<file path="config.mk">
export PLATFORM = sky130hd
export DESIGN_NAME = i2c_slave_ctrl_flat
export DESIGN_NICKNAME = d
export VERILOG_FILES = /design/src/rtl/i2c_pkg.sv /design/src/rtl/i2c_slave_ctrl_if.sv /design/src/rtl/i2c_line_filter.sv /design/src/rtl/i2c_slave_ctrl.sv /design/src/flat_wrapper.sv
export SDC_FILE = /design/constraint.sdc
export NUM_CORES = 1
export LEC_CHECK = 0
export CAP_MARGIN = 25
export CORE_ASPECT_RATIO = 2
export CORE_MARGIN = 2
export CORE_UTILIZATION = 45
export DETAILED_ROUTE_END_ITERATION = 8
export HOLD_SLACK_MARGIN = 0.03
export PLACE_DENSITY = 0.75
export SYNTH_ARGS = -nofsm -noshare
export SYNTH_HDL_FRONTEND = slang
export SYNTH_HIERARCHICAL = 1
export SYNTH_SLANG_ARGS = --single-unit
export TNS_END_PERCENT = 50
</file>
<file path="constraint.sdc">
create_clock -name clk -period 4.7 [get_ports clk]
set_input_delay 0.94 -clock clk [delete_from_list [all_inputs] [get_ports clk]]
set_output_delay 0.94 -clock clk [all_outputs]
set_load 0.005 [all_outputs]
</file>
<file path="src/rtl/i2c_pkg.sv">
// Shared types and widths for the I2C target controller.
// Optional: I2C_SLAVE_STRETCH_EN adds the STRETCH state.
package i2c_pkg;

  localparam int I2C_ADDR_W = 7;
  localparam int I2C_BYTE_W = 8;

  typedef enum logic [3:0] {
    S_IDLE,
    S_ADDR,
    S_ADDR_ACK,
    S_WR_DATA,
    S_WR_ACK,
    S_RD_DATA,
    S_RD_ACK,
    S_WAIT_STOP
`ifdef I2C_SLAVE_STRETCH_EN
    ,
    S_STRETCH
`endif
  } i2c_slv_state_e;

endpackage

</file>
<file path="src/rtl/i2c_slave_ctrl_if.sv">
// Bus pins plus rx/tx byte streams of the I2C target.
// slave: controller side; master: bus model / user side.
interface i2c_slave_ctrl_if
  import i2c_pkg::*;
();

  logic                  scl_in;
  logic                  sda_in;
  logic                  scl_out;
  logic                  scl_oen;
  logic                  sda_out;
  logic                  sda_oen;
  logic [I2C_BYTE_W-1:0] rx_data;
  logic                  rx_valid;
  logic                  rx_first;
  logic [I2C_BYTE_W-1:0] tx_data;
  logic                  tx_valid;
  logic                  tx_ack;
  logic                  busy;
  logic                  rd_nwr;
  logic                  nack_rcvd;

  modport slave (
    input  scl_in, sda_in,
    input  tx_data, tx_valid,
    output scl_out, scl_oen,
    output sda_out, sda_oen,
    output rx_data, rx_valid, rx_first,
    output tx_ack, busy, rd_nwr,
    output nack_rcvd
  );

  modport master (
    output scl_in, sda_in,
    output tx_data, tx_valid,
    input  scl_out, scl_oen,
    input  sda_out, sda_oen,
    input  rx_data, rx_valid, rx_first,
    input  tx_ack, busy, rd_nwr,
    input  nack_rcvd
  );

endinterface

</file>
<file path="src/rtl/i2c_line_filter.sv">
// 2-flop sync + FILTER_LEN stability filter + edge pulses.
// Ports: i_line in; o_level, o_rise, o_fall out (registered).
module i2c_line_filter #(
  parameter int FILTER_LEN = 3
) (
  input  logic clk,
  input  logic rst_n,
  input  logic i_line,
  output logic o_level,
  output logic o_rise,
  output logic o_fall
);

  logic [1:0] r_sync;
  logic [3:0] r_cnt;
  logic       r_level;
  logic       r_rise;
  logic       r_fall;

  // Level moves only after FILTER_LEN equal samples that
  // differ from it; the edge pulse lands with the new level.
  always_ff @(posedge clk or negedge rst_n) begin
    if (!rst_n) begin
      r_sync  <= 2'b11;
      r_cnt   <= '0;
      r_level <= 1'b1;
      r_rise  <= 1'b0;
      r_fall  <= 1'b0;
    end else begin
      r_sync <= {r_sync[0], i_line};
      r_rise <= 1'b0;
      r_fall <= 1'b0;
      if (r_sync[1] == r_level) begin
        r_cnt <= '0;
      end else if (r_cnt == 4'(FILTER_LEN - 1)) begin
        r_cnt   <= '0;
        r_level <= r_sync[1];
        r_rise  <= r_sync[1];
        r_fall  <= ~r_sync[1];
      end else begin
        r_cnt <= r_cnt + 4'd1;
      end
    end
  end

  assign o_level = r_level;
  assign o_rise  = r_rise;
  assign o_fall  = r_fall;

endmodule

</file>
<file path="src/rtl/i2c_slave_ctrl.sv">
// I2C target: START/STOP decode, 7-bit match, write/read bytes.
// Ports: clk, rst_n, bus (i2c_slave_ctrl_if.slave). Macro: I2C_SLAVE_STRETCH_EN.
module i2c_slave_ctrl
  import i2c_pkg::*;
#(
  parameter logic [I2C_ADDR_W-1:0] SLAVE_ADDR = 7'h50,
  parameter int                    FILTER_LEN = 3
) (
  input logic             clk,
  input logic             rst_n,
  i2c_slave_ctrl_if.slave bus
);

  logic w_scl, w_scl_rise, w_scl_fall;
  logic w_sda, w_sda_rise, w_sda_fall;

  i2c_line_filter #(.FILTER_LEN(FILTER_LEN)) u_scl (
    .clk     (clk),
    .rst_n   (rst_n),
    .i_line  (bus.scl_in),
    .o_level (w_scl),
    .o_rise  (w_scl_rise),
    .o_fall  (w_scl_fall)
  );

  i2c_line_filter #(.FILTER_LEN(FILTER_LEN)) u_sda (
    .clk     (clk),
    .rst_n   (rst_n),
    .i_line  (bus.sda_in),
    .o_level (w_sda),
    .o_rise  (w_sda_rise),
    .o_fall  (w_sda_fall)
  );

  i2c_slv_state_e        r_state;
  logic [I2C_BYTE_W-1:0] r_shift;
  logic [I2C_BYTE_W-1:0] r_tx;
  logic [3:0]            r_bitcnt;
  logic                  r_first;
  logic                  r_ack_ok;
  logic                  r_sda_oen;
  logic [I2C_BYTE_W-1:0] r_rx_data;
  logic                  r_rx_valid;
  logic                  r_rx_first;
  logic                  r_tx_ack;
  logic                  r_busy;
  logic                  r_rd_nwr;
  logic                  r_nack;
`ifdef I2C_SLAVE_STRETCH_EN
  logic                  r_scl_oen;
  logic [1:0]            r_hold;
`endif

  logic w_start, w_stop, w_match, w_rd_enter;

  assign w_start = w_sda_fall & w_scl;
  assign w_stop  = w_sda_rise & w_scl;
  // General call (0x00) never matches.
  assign w_match = (r_shift[7:1] == SLAVE_ADDR) &&
                   (r_shift[7:1] != '0);
  // Falling edges that start a read byte.
  assign w_rd_enter = w_scl_fall &&
    ((r_state == S_ADDR_ACK && r_rd_nwr) ||
     (r_state == S_RD_ACK && r_ack_ok));

  always_ff @(posedge clk or negedge rst_n) begin
    if (!rst_n) begin
      r_state    <= S_IDLE;
      r_shift    <= '0;
      r_tx       <= '0;
      r_bitcnt   <= '0;
      r_first    <= 1'b0;
      r_ack_ok   <= 1'b0;
      r_sda_oen  <= 1'b0;
      r_rx_data  <= '0;
      r_rx_valid <= 1'b0;
      r_rx_first <= 1'b0;
      r_tx_ack   <= 1'b0;
      r_busy     <= 1'b0;
      r_rd_nwr   <= 1'b0;
      r_nack     <= 1'b0;
`ifdef I2C_SLAVE_STRETCH_EN
      r_scl_oen  <= 1'b0;
      r_hold     <= '0;
`endif
    end else begin
      r_rx_valid <= 1'b0;
      r_tx_ack   <= 1'b0;
      r_nack     <= 1'b0;
      if (w_stop) begin
        r_state   <= S_IDLE;
        r_busy    <= 1'b0;
        r_sda_oen <= 1'b0;
`ifdef I2C_SLAVE_STRETCH_EN
        r_scl_oen <= 1'b0;
        r_hold    <= '0;
`endif
      end else if (w_start) begin
        r_state   <= S_ADDR;
        r_busy    <= 1'b1;
        r_bitcnt  <= '0;
        r_ack_ok  <= 1'b0;
        r_sda_oen <= 1'b0;
`ifdef I2C_SLAVE_STRETCH_EN
        r_scl_oen <= 1'b0;
        r_hold    <= '0;
`endif
      end else if (w_rd_enter) begin
        r_bitcnt <= '0;
`ifdef I2C_SLAVE_STRETCH_EN
        if (bus.tx_valid) begin
          r_tx      <= bus.tx_data;
          r_tx_ack  <= 1'b1;
          r_sda_oen <= ~bus.tx_data[7];
          r_state   <= S_RD_DATA;
        end else begin
          r_sda_oen <= 1'b0;
          r_scl_oen <= 1'b1;
          r_hold    <= '0;
          r_state   <= S_STRETCH;
        end
`else
        // No data ready: the released line reads as 0xFF.
        r_tx      <= bus.tx_valid ? bus.tx_data : 8'hFF;
        r_tx_ack  <= bus.tx_valid;
        r_sda_oen <= bus.tx_valid & ~bus.tx_data[7];
        r_state   <= S_RD_DATA;
`endif
      end else begin
        unique case (r_state)
          S_IDLE: ;
          S_ADDR: begin
            if (w_scl_rise) begin
              r_shift  <= {r_shift[6:0], w_sda};
              r_bitcnt <= r_bitcnt + 4'd1;
            end else if (w_scl_fall && r_bitcnt == 4'd8) begin
              if (w_match) begin
                r_rd_nwr  <= r_shift[0];
                r_sda_oen <= 1'b1;
                r_first   <= 1'b1;
                r_state   <= S_ADDR_ACK;
              end else begin
                r_state <= S_WAIT_STOP;
              end
            end
          end
          S_ADDR_ACK: begin
            if (w_scl_fall) begin
              r_sda_oen <= 1'b0;
              r_bitcnt  <= '0;
              r_state   <= S_WR_DATA;
            end
          end
          S_WR_DATA: begin
            if (w_scl_rise) begin
              r_shift  <= {r_shift[6:0], w_sda};
              r_bitcnt <= r_bitcnt + 4'd1;
            end else if (w_scl_fall && r_bitcnt == 4'd8) begin
              r_rx_data  <= r_shift;
              r_rx_valid <= 1'b1;
              r_rx_first <= r_first;
              r_first    <= 1'b0;
              r_sda_oen  <= 1'b1;
              r_state    <= S_WR_ACK;
            end
          end
          S_WR_ACK: begin
            if (w_scl_fall) begin
              r_sda_oen <= 1'b0;
              r_bitcnt  <= '0;
              r_state   <= S_WR_DATA;
            end
          end
          S_RD_DATA: begin
            if (w_scl_fall) begin
              if (r_bitcnt == 4'd7) begin
                r_sda_oen <= 1'b0;
                r_ack_ok  <= 1'b0;
                r_state   <= S_RD_ACK;
              end else begin
                r_sda_oen <= ~r_tx[6];
                r_tx      <= {r_tx[6:0], 1'b0};
                r_bitcnt  <= r_bitcnt + 4'd1;
              end
            end
          end
          S_RD_ACK: begin
            if (w_scl_rise) begin
              if (w_sda) begin
                r_nack  <= 1'b1;
                r_state <= S_WAIT_STOP;
              end else begin
                r_ack_ok <= 1'b1;
              end
            end
          end
          S_WAIT_STOP: ;
`ifdef I2C_SLAVE_STRETCH_EN
          S_STRETCH: begin
            // MSB is on SDA for two cycles before SCL is let go.
            if (r_hold == 2'd0) begin
              if (bus.tx_valid) begin
                r_tx      <= bus.tx_data;
                r_tx_ack  <= 1'b1;
                r_sda_oen <= ~bus.tx_data[7];
                r_hold    <= 2'd1;
              end
            end else if (r_hold == 2'd1) begin
              r_hold <= 2'd2;
            end else begin
              r_hold    <= '0;
              r_scl_oen <= 1'b0;
              r_state   <= S_RD_DATA;
            end
          end
`endif
          default: r_state <= S_IDLE;
        endcase
      end
    end
  end

  assign bus.scl_out   = 1'b0;
  assign bus.sda_out   = 1'b0;
  assign bus.sda_oen   = r_sda_oen;
  assign bus.rx_data   = r_rx_data;
  assign bus.rx_valid  = r_rx_valid;
  assign bus.rx_first  = r_rx_first;
  assign bus.tx_ack    = r_tx_ack;
  assign bus.busy      = r_busy;
  assign bus.rd_nwr    = r_rd_nwr;
  assign bus.nack_rcvd = r_nack;
`ifdef I2C_SLAVE_STRETCH_EN
  assign bus.scl_oen   = r_scl_oen;
`else
  assign bus.scl_oen   = 1'b0;
`endif

endmodule

</file>
<file path="src/flat_wrapper.sv">
// flat-port wrapper written by rule: the top's interface ports become plain ports
module i2c_slave_ctrl_flat import i2c_pkg::*;
#(
  parameter logic [I2C_ADDR_W-1:0] SLAVE_ADDR = 7'h50,
  parameter int                    FILTER_LEN = 3
)
  (clk, rst_n, bus_scl_in, bus_sda_in, bus_tx_data, bus_tx_valid, bus_scl_out, bus_scl_oen, bus_sda_out, bus_sda_oen, bus_rx_data, bus_rx_valid, bus_rx_first, bus_tx_ack, bus_busy, bus_rd_nwr, bus_nack_rcvd);
  i2c_slave_ctrl_if bus_i ();
  input logic clk;
  input logic rst_n;
  input wire logic [$bits(bus_i.scl_in)-1:0] bus_scl_in;
  input wire logic [$bits(bus_i.sda_in)-1:0] bus_sda_in;
  input wire logic [$bits(bus_i.tx_data)-1:0] bus_tx_data;
  input wire logic [$bits(bus_i.tx_valid)-1:0] bus_tx_valid;
  output wire logic [$bits(bus_i.scl_out)-1:0] bus_scl_out;
  output wire logic [$bits(bus_i.scl_oen)-1:0] bus_scl_oen;
  output wire logic [$bits(bus_i.sda_out)-1:0] bus_sda_out;
  output wire logic [$bits(bus_i.sda_oen)-1:0] bus_sda_oen;
  output wire logic [$bits(bus_i.rx_data)-1:0] bus_rx_data;
  output wire logic [$bits(bus_i.rx_valid)-1:0] bus_rx_valid;
  output wire logic [$bits(bus_i.rx_first)-1:0] bus_rx_first;
  output wire logic [$bits(bus_i.tx_ack)-1:0] bus_tx_ack;
  output wire logic [$bits(bus_i.busy)-1:0] bus_busy;
  output wire logic [$bits(bus_i.rd_nwr)-1:0] bus_rd_nwr;
  output wire logic [$bits(bus_i.nack_rcvd)-1:0] bus_nack_rcvd;
  assign bus_i.scl_in = bus_scl_in;
  assign bus_i.sda_in = bus_sda_in;
  assign bus_i.tx_data = bus_tx_data;
  assign bus_i.tx_valid = bus_tx_valid;
  assign bus_scl_out = bus_i.scl_out;
  assign bus_scl_oen = bus_i.scl_oen;
  assign bus_sda_out = bus_i.sda_out;
  assign bus_sda_oen = bus_i.sda_oen;
  assign bus_rx_data = bus_i.rx_data;
  assign bus_rx_valid = bus_i.rx_valid;
  assign bus_rx_first = bus_i.rx_first;
  assign bus_tx_ack = bus_i.tx_ack;
  assign bus_busy = bus_i.busy;
  assign bus_rd_nwr = bus_i.rd_nwr;
  assign bus_nack_rcvd = bus_i.nack_rcvd;
  i2c_slave_ctrl #(.SLAVE_ADDR(SLAVE_ADDR), .FILTER_LEN(FILTER_LEN)) u_core (.clk(clk), .rst_n(rst_n), .bus(bus_i));
endmodule
</file>
==> impl_metrics.json, run 1 <==
{
  "outcome": "finished, final reports clean",
  "post_cts_buffers": 0,
  "relSlewSlack_pct": 42.1,
  "cp-start-kind": "flop",
  "ys_seq_area_share_pct": 51.8,
  "finalSetupViolCount": 0,
  "routedWlPerCell_um": 15.8,
  "vias": 2007,
  "die_x_um": 59.5,
  "n_antenna_cell": 0,
  "finClkSkew_ps": 6.19,
  "worstPathRequired_ps": 4860,
  "place_congestion": 0.833,
  "grt_overflow": 0,
  "synthDominantCellAreaShare_pct": 46.1,
  "grt_pass1_wl_um": 9310,
  "synth_top_cell_by_area": "dfrtp_1",
  "combPwrFrac_pct": 14.7,
  "clkTransAtPathRegs_ps": 50,
  "synth_seq_cells": 57,
  "rsz0062_at_grt": "no",
  "ys.flop_type": "dfrtp_1",
  "slew_viol_final": 0,
  "io_buffers": 27,
  "leakage_nw": 1.49,
  "die-area_um2": 6830,
  "p_sw_share_pct": 25.5,
  "crit_path_end_kind": "flop",
  "seq_power_share_pct": 39.0,
  "coreArea_um2": 5960,
  "period_share_pct": 50.0,
  "first_iter_violations": 96,
  "ys_top_cells_by_area": "dfrtp_1 46%, dfstp_2 5.7%, mux2_1 4.9%, o21ai_0 3.3%, mux2_2 3.3%",
  "timing.max_cap.violations": 0,
  "finalHoldViolations": 0,
  "routed_wl_um": 5480,
  "layout.nets": 294,
  "initial_core_util_pct": 46.5,
  "syn_inst": 248,
  "fin_crit_ps": 2350,
  "via_per_inst": 5.78,
  "cts_buffers": 9,
  "grt_max_degree": 58,
  "crit_type": "reg -> reg",
  "hold_buffers": 0,
  "cp.arrival_ps": 2510,
  "synth_edf_count": 0,
  "powerDensity_nw_per_um2": 475,
  "area_growth_pct": 23.0,
  "synthTopCellsByCount": "51 x dfrtp_1, 18 x nand2_1, 18 x o21ai_0",
  "die_h_um": 115,
  "pwr-share-clk_pct": 46.4,
  "synth_area_um2": 2770,
  "ios": 31,
  "clkSinkCount": 57,
  "cp_max_fo": 18,
  "power.switching_uw": 412,
  "clock.fmax_mhz": 425,
  "htreeDepth": 3,
  "tightest_slew_ps": 865,
  "ir_drop_v": 0.000292,
  "clk_latency_ps": 330,
  "grtUsageTotal_pct": 18.5,
  "intPower_mw": 1.21,
  "drtAntennaViolNets": 0,
  "hp-class": "reg -> reg",
  "drc": 0,
  "utilization_pct": 57.2,
  "yosysMostFrequentCell": "dfrtp_1",
  "antenna_found_initial": 0,
  "ys_types": 62,
  "dr.pass1.iters": 4,
  "setup-tns-final_ps": 0,
  "clock_path_buffers": 2,
  "root_buffer": "clkbuf_16",
  "drive_above_1_share_pct": 18.3,
  "cts_tree": "done",
  "syn_avg_cell_area_um2": 11.2,
  "postCtsResizedCells": 0,
  "rows": 40,
  "grt_pass1_vias": 1997,
  "synthArstFlopShare_pct": 100,
  "dp_hpwl_um": 3740,
  "yosys_warnings": 6
}
state kept, by name, summed over array words and instances (netlist names), 2 cells and up:
register             cells
u_core/r_bitcnt          4
u_core/u_sda/r_cnt       4
u_core/r_tx              7
u_core/bus.rx_data       8
u_core/u_scl/r_cnt       4
u_core/r_state           3
u_core/u_sda/r_sync      2
u_core/r_shift           8
u_core/u_scl/r_sync      2
worst paths after layout:
path	start	endpoint	slack, ps	cells past startpoint
worst max-delay path	u_core/r_state[2]	u_core/r_tx[6]	2350	4
worst min-delay path	u_core/u_sda/r_sync[0]	u_core/u_sda/r_sync[1]	360	0
worst max register to register	u_core/r_state[2]	u_core/r_tx[6]	2350	4
worst min register to register	u_core/u_sda/r_sync[0]	u_core/u_sda/r_sync[1]	360	0
max in group asynchronous	rst_n	u_core/bus.rx_data[4]	3490	2
min in group asynchronous	rst_n	u_core/r_bitcnt[1]	750	2
worst max-delay path, stage by stage (launching register included):
cell      delay, ps
dfrtp_1         720
mux2i_4         350
nor2_2          150
o211ai_1        730
o21ai_0         230
through the flow:
| stage | power, mW | hold slack [ps] | setup slack (ps) | cell area (µm²) | std cells |
|---|---|---|---|---|---|
| floorplan | 0.800 | 345 | 2900 | 2780 | 250 |
| global placement | 0.865 | 346 | 2500 | 3060 | 331 |
| detailed placement | 0.875 | 349 | 2430 | 3060 | 331 |
| CTS | 1.63 | 357 | 2410 | 3400 | 347 |
| global route | 1.70 | 361 | 2150 | 3400 | 347 |
| finish | 1.62 | 356 | 2350 | 3400 | 347 |
logic make-up (layout without fill, tap and decap cells):
kind of cell,count (synthesis),count (layout),share of synthesized area [%]
fa+ha+maj,2,2,0.904
xor+xnor,7,7,2.22
simple gates,85,85,17.8
buf+inv,18,52,3.53
other cells,1,3,0.135
flops,57,57,51.8
mux,23,23,10.0
compound gates,55,55,13.6
cell usage in the layout (no fill, tap or decap), types with 6 or more instances in the layout:
master	Yosys	layout
a21oi_1	9	9
clkbuf_16	0	9
nor2_1	15	15
dfrtp_1	51	51
mux2_1	12	12
clkdlybuf4s50_1	0	26
dfstp_2	6	6
mux2_2	8	8
nand2_1	18	18
o21ai_0	18	18
or3_1	6	6
inv_1	7	7
routing by layer:
layer	up-vias	part of all wire, %	GRT usage [%]
met5	-	0	0
met4	0	3.7	12.0
met3	15	4.6	5.06
met2	60	54	30.3
met1	984	38	20.2
li1	948	-	-
area by class of cell:
class,count,area [µm²]
fill,487,2550
sequential,57,1430
multi-input combinational,175,1240
timing repair buffer,28,273
clock buffer,11,243
clock inverter,5,103
tap,63,78.8
inverter,8,30.0
power groups by stage:
stage	Combinational (mW)	Clock (mW)	Sequential, mW
finish	0.237	0.750	0.630
global placement	0.231	0	0.634
floorplan	0.188	0	0.611
CTS	0.239	0.764	0.630
global route	0.266	0.790	0.642
detailed placement	0.238	0	0.637
Power figures use the tool's default switching activity.
==> run 2, diff against run 1 <==
Clock period 4.7 ns to 2.27 ns, I/O delays scaled along.
==> run 2 against run 1 <==
Clock-buffer cell count shrank 2. Cell count grew 1.4%. Hold slack got worse by 270 ps. Combinational power rose by 110%. Register-to-register slack worse by 2100 ps. Die area unchanged. Critical path type unchanged. Critical endpoint is now u_core/r_state[2]. Highest routed layer unchanged.
==> impl_metrics.json, run 2 (synthesized netlist as in run 1, its figures left out) <==
{
  "clkSinkCount": 57,
  "stdcell_count": 352,
  "r2r_cells": 6,
  "finalHoldViolations": 0,
  "grtUsageTotal_pct": 18.0,
  "grt_overflow": 0,
  "coreArea_um2": 5960,
  "post_cts_buffers": 0,
  "area_growth_pct": 23.9,
  "ios": 31,
  "clkTransAtPathRegs_ps": 50,
  "final_cell_mix": "51 x dfrtp_1, 26 x clkdlybuf4s50_1, 18 x nand2_1, 18 x o21ai_0, 15 x nor2_1",
  "dr.pass1.iters": 5,
  "worstPathRequired_ps": 2480,
  "n_fill_cell": 510,
  "root_buffer": "clkbuf_16",
  "outcome": "finished, final reports clean",
  "cts_buffers": 9,
  "ir_drop_v": 0.000660,
  "hp-class": "in -> async",
  "rows": 40,
  "regToRegStartpoint": "u_core/r_bitcnt[0]",
  "slew_viol_final": 0,
  "dp_hpwl_um": 3890,
  "first_iter_violations": 46,
  "place_congestion": 0.821,
  "place_area_um2": 3110,
  "clock.fmax_mhz": 484,
  "layout.nets": 299,
  "final_common_cell": "dfrtp_1",
  "cp_max_fo": 5,
  "r2r-end": "u_core/r_state[2]",
  "crit_path_end_kind": "flop",
  "htreeDepth": 3,
  "cp.arrival_ps": 2280,
  "drive_above_1_share_pct": 20.1,
  "vias": 1992,
  "postCtsResizedCells": 0,
  "die_h_um": 115,
  "finClkSkew_ps": 3.98,
  "die-area_um2": 6830,
  "crit_type": "reg -> reg",
  "drc": 0,
  "via_per_inst": 5.66,
  "r2r_slack_ps": 200,
  "grt_pass1_wl_um": 9000,
  "cts_tree": "done",
  "n_antenna_cell": 0,
  "die_x_um": 59.5,
  "hold_buffers": 0,
  "worst_slack_ps": 202,
  "grt_max_degree": 39,
  "io_buffers": 27,
  "clk_latency_ps": 330,
  "period_share_pct": 91.1,
  "rsz0062_at_grt": "no",
  "routedWlPerCell_um": 15.2,
  "dpl_worst_slack_ps": 250,
  "place_inst": 336,
  "routed_wl_um": 5350,
  "grt_pass1_vias": 1993,
  "clock_path_buffers": 2,
  "timing.max_cap.violations": 0,
  "initial_core_util_pct": 46.5,
  "antenna_found_initial": 0,
  "fin_crit_ps": 2070,
  "cp-start-kind": "flop",
  "setup-tns-final_ps": 0,
  "final_area_um2": 3430,
  "powerDensity_nw_per_um2": 939,
  "leakage_nw": 1.51,
  "finalSetupViolCount": 0,
  "drtAntennaViolNets": 0
}
## run 2: cell types whose count changed in the layout (fill, tap and decap cells not counted), sizes merged
cell / previous run / this run
buf: 2 / 7
clkinv: 1 / 4
clkbuf: 11 / 9
bufinv: 3 / 2
## run 2: report_power, final
part           internal, mW  switching [mW]  total, mW
Clock                 0.957           0.459       1.42
Sequential             1.14           0.162       1.30
Combinational         0.271           0.232      0.503
## run 2: cell type report
| class | instances | area [µm²] | share of cell area (%) |
|---|---|---|---|
| sequential | 57 | 1430 | 41.8 |
| multi-input combinational | 175 | 1240 | 36.3 |
| timing repair buffer | 33 | 323 | 9.41 |
| clock buffer | 9 | 225 | 6.57 |
| clock inverter | 7 | 95.1 | 2.77 |
| tap | 63 | 78.8 | 2.30 |
| inverter | 8 | 30.0 | 0.876 |
## run 2: worst max path at each step
stage,depth (start not counted),to,start,slack (ps)
finish,6,u_core/r_state[2],u_core/r_bitcnt[0],200
global route,6,u_core/r_state[2],u_core/r_bitcnt[0],130
CTS,6,u_core/r_state[2],u_core/r_bitcnt[0],230
detailed placement,6,u_core/r_state[2],u_core/r_bitcnt[0],250
global placement,6,u_core/r_state[2],u_core/r_bitcnt[0],280
floorplan,6,u_core/r_state[2],u_core/r_bitcnt[0],470
## run 2: routing by layer
| metal | wire length (µm) | vias to the layer above | track usage [%] |
|---|---|---|---|
| met2 | 2890 | 63 | 30.0 |
| met1 | 1950 | 945 | 18.3 |
| met4 | 260 | 0 | 13.0 |
| li1 | - | 962 | - |
| met5 | 0 | - | 0 |
| met3 | 249 | 22 | 5.29 |
## run 2: worst max-delay path, cell delays in order (launching register included)
cell and delay [ps]:
dfrtp_1 420, ha_1 240, and3b_1 240, nor2_1 390, o311ai_4 160, and2_4 180, mux2_1 310
## run 2: per-stage QoR
| step | utilization, % | hold slack [ps] | total power, mW |
|---|---|---|---|
| finish | 57.6 | 83.2 | 3.22 |
| global route | 57.6 | 122 | 3.38 |
| CTS | 57.6 | 87.5 | 3.27 |
| detailed placement | 52.2 | 347 | 1.82 |
| global placement | 52.2 | 346 | 1.80 |
| floorplan | - | 158 | 1.66 |
==> run 3, diff against run 2 <==
Settings changed: CORE_MARGIN 2 to 5.
==> run 3 against run 2 <==
Cell count is the same. Sequential share of layout area hardly changed. Fmax increased by 1.5%. Combinational power up 2%. Global-route usage down 1.4 points. Critical path type unchanged. Largest power group unchanged.
==> impl_metrics.json, run 3 (synthesized netlist as in run 1, its figures left out) <==
{
  "outcome": "finished, final reports clean",
  "hold_ws_ps": 139,
  "die_x_um": 65.5,
  "n_fill_cell": 516,
  "drive_above_1_share_pct": 19.7,
  "ir_drop_v": 0.000585,
  "finalSetupViolCount": 0,
  "n_antenna_cell": 0,
  "first_iter_violations": 68,
  "hp-class": "in -> async",
  "clk_latency_ps": 320,
  "coreArea_um2": 6010,
  "hold_buffers": 0,
  "dr.pass1.iters": 6,
  "ios": 31,
  "die-area_um2": 7910,
  "initial_core_util_pct": 46.1,
  "drc": 0,
  "routedWlPerCell_um": 16.6,
  "fin_crit_ps": 2040,
  "r2r_cells": 5,
  "powerDensity_nw_per_um2": 938,
  "postCtsResizedCells": 0,
  "finalHoldViolations": 0,
  "place_congestion": 0.804,
  "io_buffers": 27,
  "grt_pass1_vias": 2164,
  "cp.arrival_ps": 2240,
  "power_mw": 3.22,
  "dp_hpwl_um": 4220,
  "leakage_nw": 1.52,
  "drtAntennaViolNets": 0,
  "cp-endpoint": "u_core/r_state[2]",
  "vias": 2053,
  "r2r_slack_ps": 230,
  "cts_tree": "done",
  "die_h_um": 121,
  "period_share_pct": 89.7,
  "rows": 40,
  "slew_viol_final": 0,
  "cp-start-kind": "flop",
  "timing.max_cap.violations": 0,
  "grt_pass1_wl_um": 9840,
  "clkSinkCount": 57,
  "post_cts_buffers": 0,
  "crit_type": "reg -> reg",
  "finClkSkew_ps": 4.86,
  "grt_max_degree": 34,
  "root_buffer": "clkbuf_16",
  "tightest_slew_ps": 601,
  "r2r-end": "u_core/r_state[2]",
  "clock_path_buffers": 2,
  "clock.fmax_mhz": 491,
  "via_per_inst": 5.83,
  "htreeDepth": 3,
  "routed_wl_um": 5840,
  "setup-tns-final_ps": 0,
  "antenna_found_initial": 0,
  "relSlewSlack_pct": 59.9,
  "grt_overflow": 0,
  "regToRegStartpoint": "u_core/r_state[2]",
  "rsz0062_at_grt": "no",
  "area_growth_pct": 23.9,
  "cp_max_fo": 11,
  "final_common_cell": "dfrtp_1",
  "clkTransAtPathRegs_ps": 50,
  "grtUsageTotal_pct": 16.6,
  "final_cell_mix": "51 x dfrtp_1, 26 x clkdlybuf4s50_1, 18 x nand2_1, 18 x o21ai_0, 15 x nor2_1",
  "startpoint": "u_core/r_state[2]",
  "worstPathRequired_ps": 2470,
  "crit_path_end_kind": "flop",
  "cts_buffers": 9,
  "utilization_pct": 57.1,
  "layout.nets": 299
}
[run 3: changes by cell type in the layout (fill, tap and decap cells not counted), sizes merged]
cell	change
clkbuf	+5
clkinv	-3
bufinv	-1
clkinvlp	-1
[run 3: stage by stage]
stage,worst slack [ps],area (µm²),std cells
3_5_place_dp,242,3110,336
3_3_place_gp,318,3110,336
2_1_floorplan,473,2780,250
6_report,233,3430,352
5_1_grt,101,3430,352
4_1_cts,241,3430,352
[run 3: power by group]
| group | switching (mW) | internal [mW] |
|---|---|---|
| Sequential | 0.167 | 1.14 |
| Combinational | 0.241 | 0.273 |
| Clock | 0.431 | 0.965 |
| Total | 0.839 | 2.38 |
[run 3: layout make-up]
| class | instances | area [µm²] | area share (%) |
|---|---|---|---|
| clock buffer | 14 | 284 | 8.28 |
| inverter | 8 | 30.0 | 0.876 |
| sequential | 57 | 1430 | 41.8 |
| clock inverter | 2 | 35.0 | 1.02 |
| multi-input combinational | 175 | 1240 | 36.3 |
| tap | 63 | 78.8 | 2.30 |
| timing repair buffer | 33 | 323 | 9.42 |
[run 3: how the worst min path moves through the flow]
stage,endpoint,slack [ps],start
after floorplan,u_core/bus.busy,160,rst_n
after global placement,u_core/u_scl/r_sync[1],350,u_core/u_scl/r_sync[0]
after detailed placement,u_core/u_sda/r_sync[1],350,u_core/u_sda/r_sync[0]
after CTS,u_core/u_scl/r_cnt[1],150,rst_n
after global routing,u_core/u_scl/r_cnt[1],180,rst_n
final,u_core/u_scl/r_cnt[1],140,rst_n
[run 3: critical path: stages (launching register included)]
cell      delay (ps)
dfrtp_1          600
mux2i_4          320
or2_1            340
o311ai_4         170
and2_4           180
mux2_1           300
[run 3: metal layers]
| layer | GRT usage, % | wire [µm] |
|---|---|---|
| met1 | 16.2 | 2170 |
| met2 | 27.6 | 2980 |
| met3 | 5.28 | 317 |
| met4 | 13.5 | 376 |
| met5 | 0 | 0 |
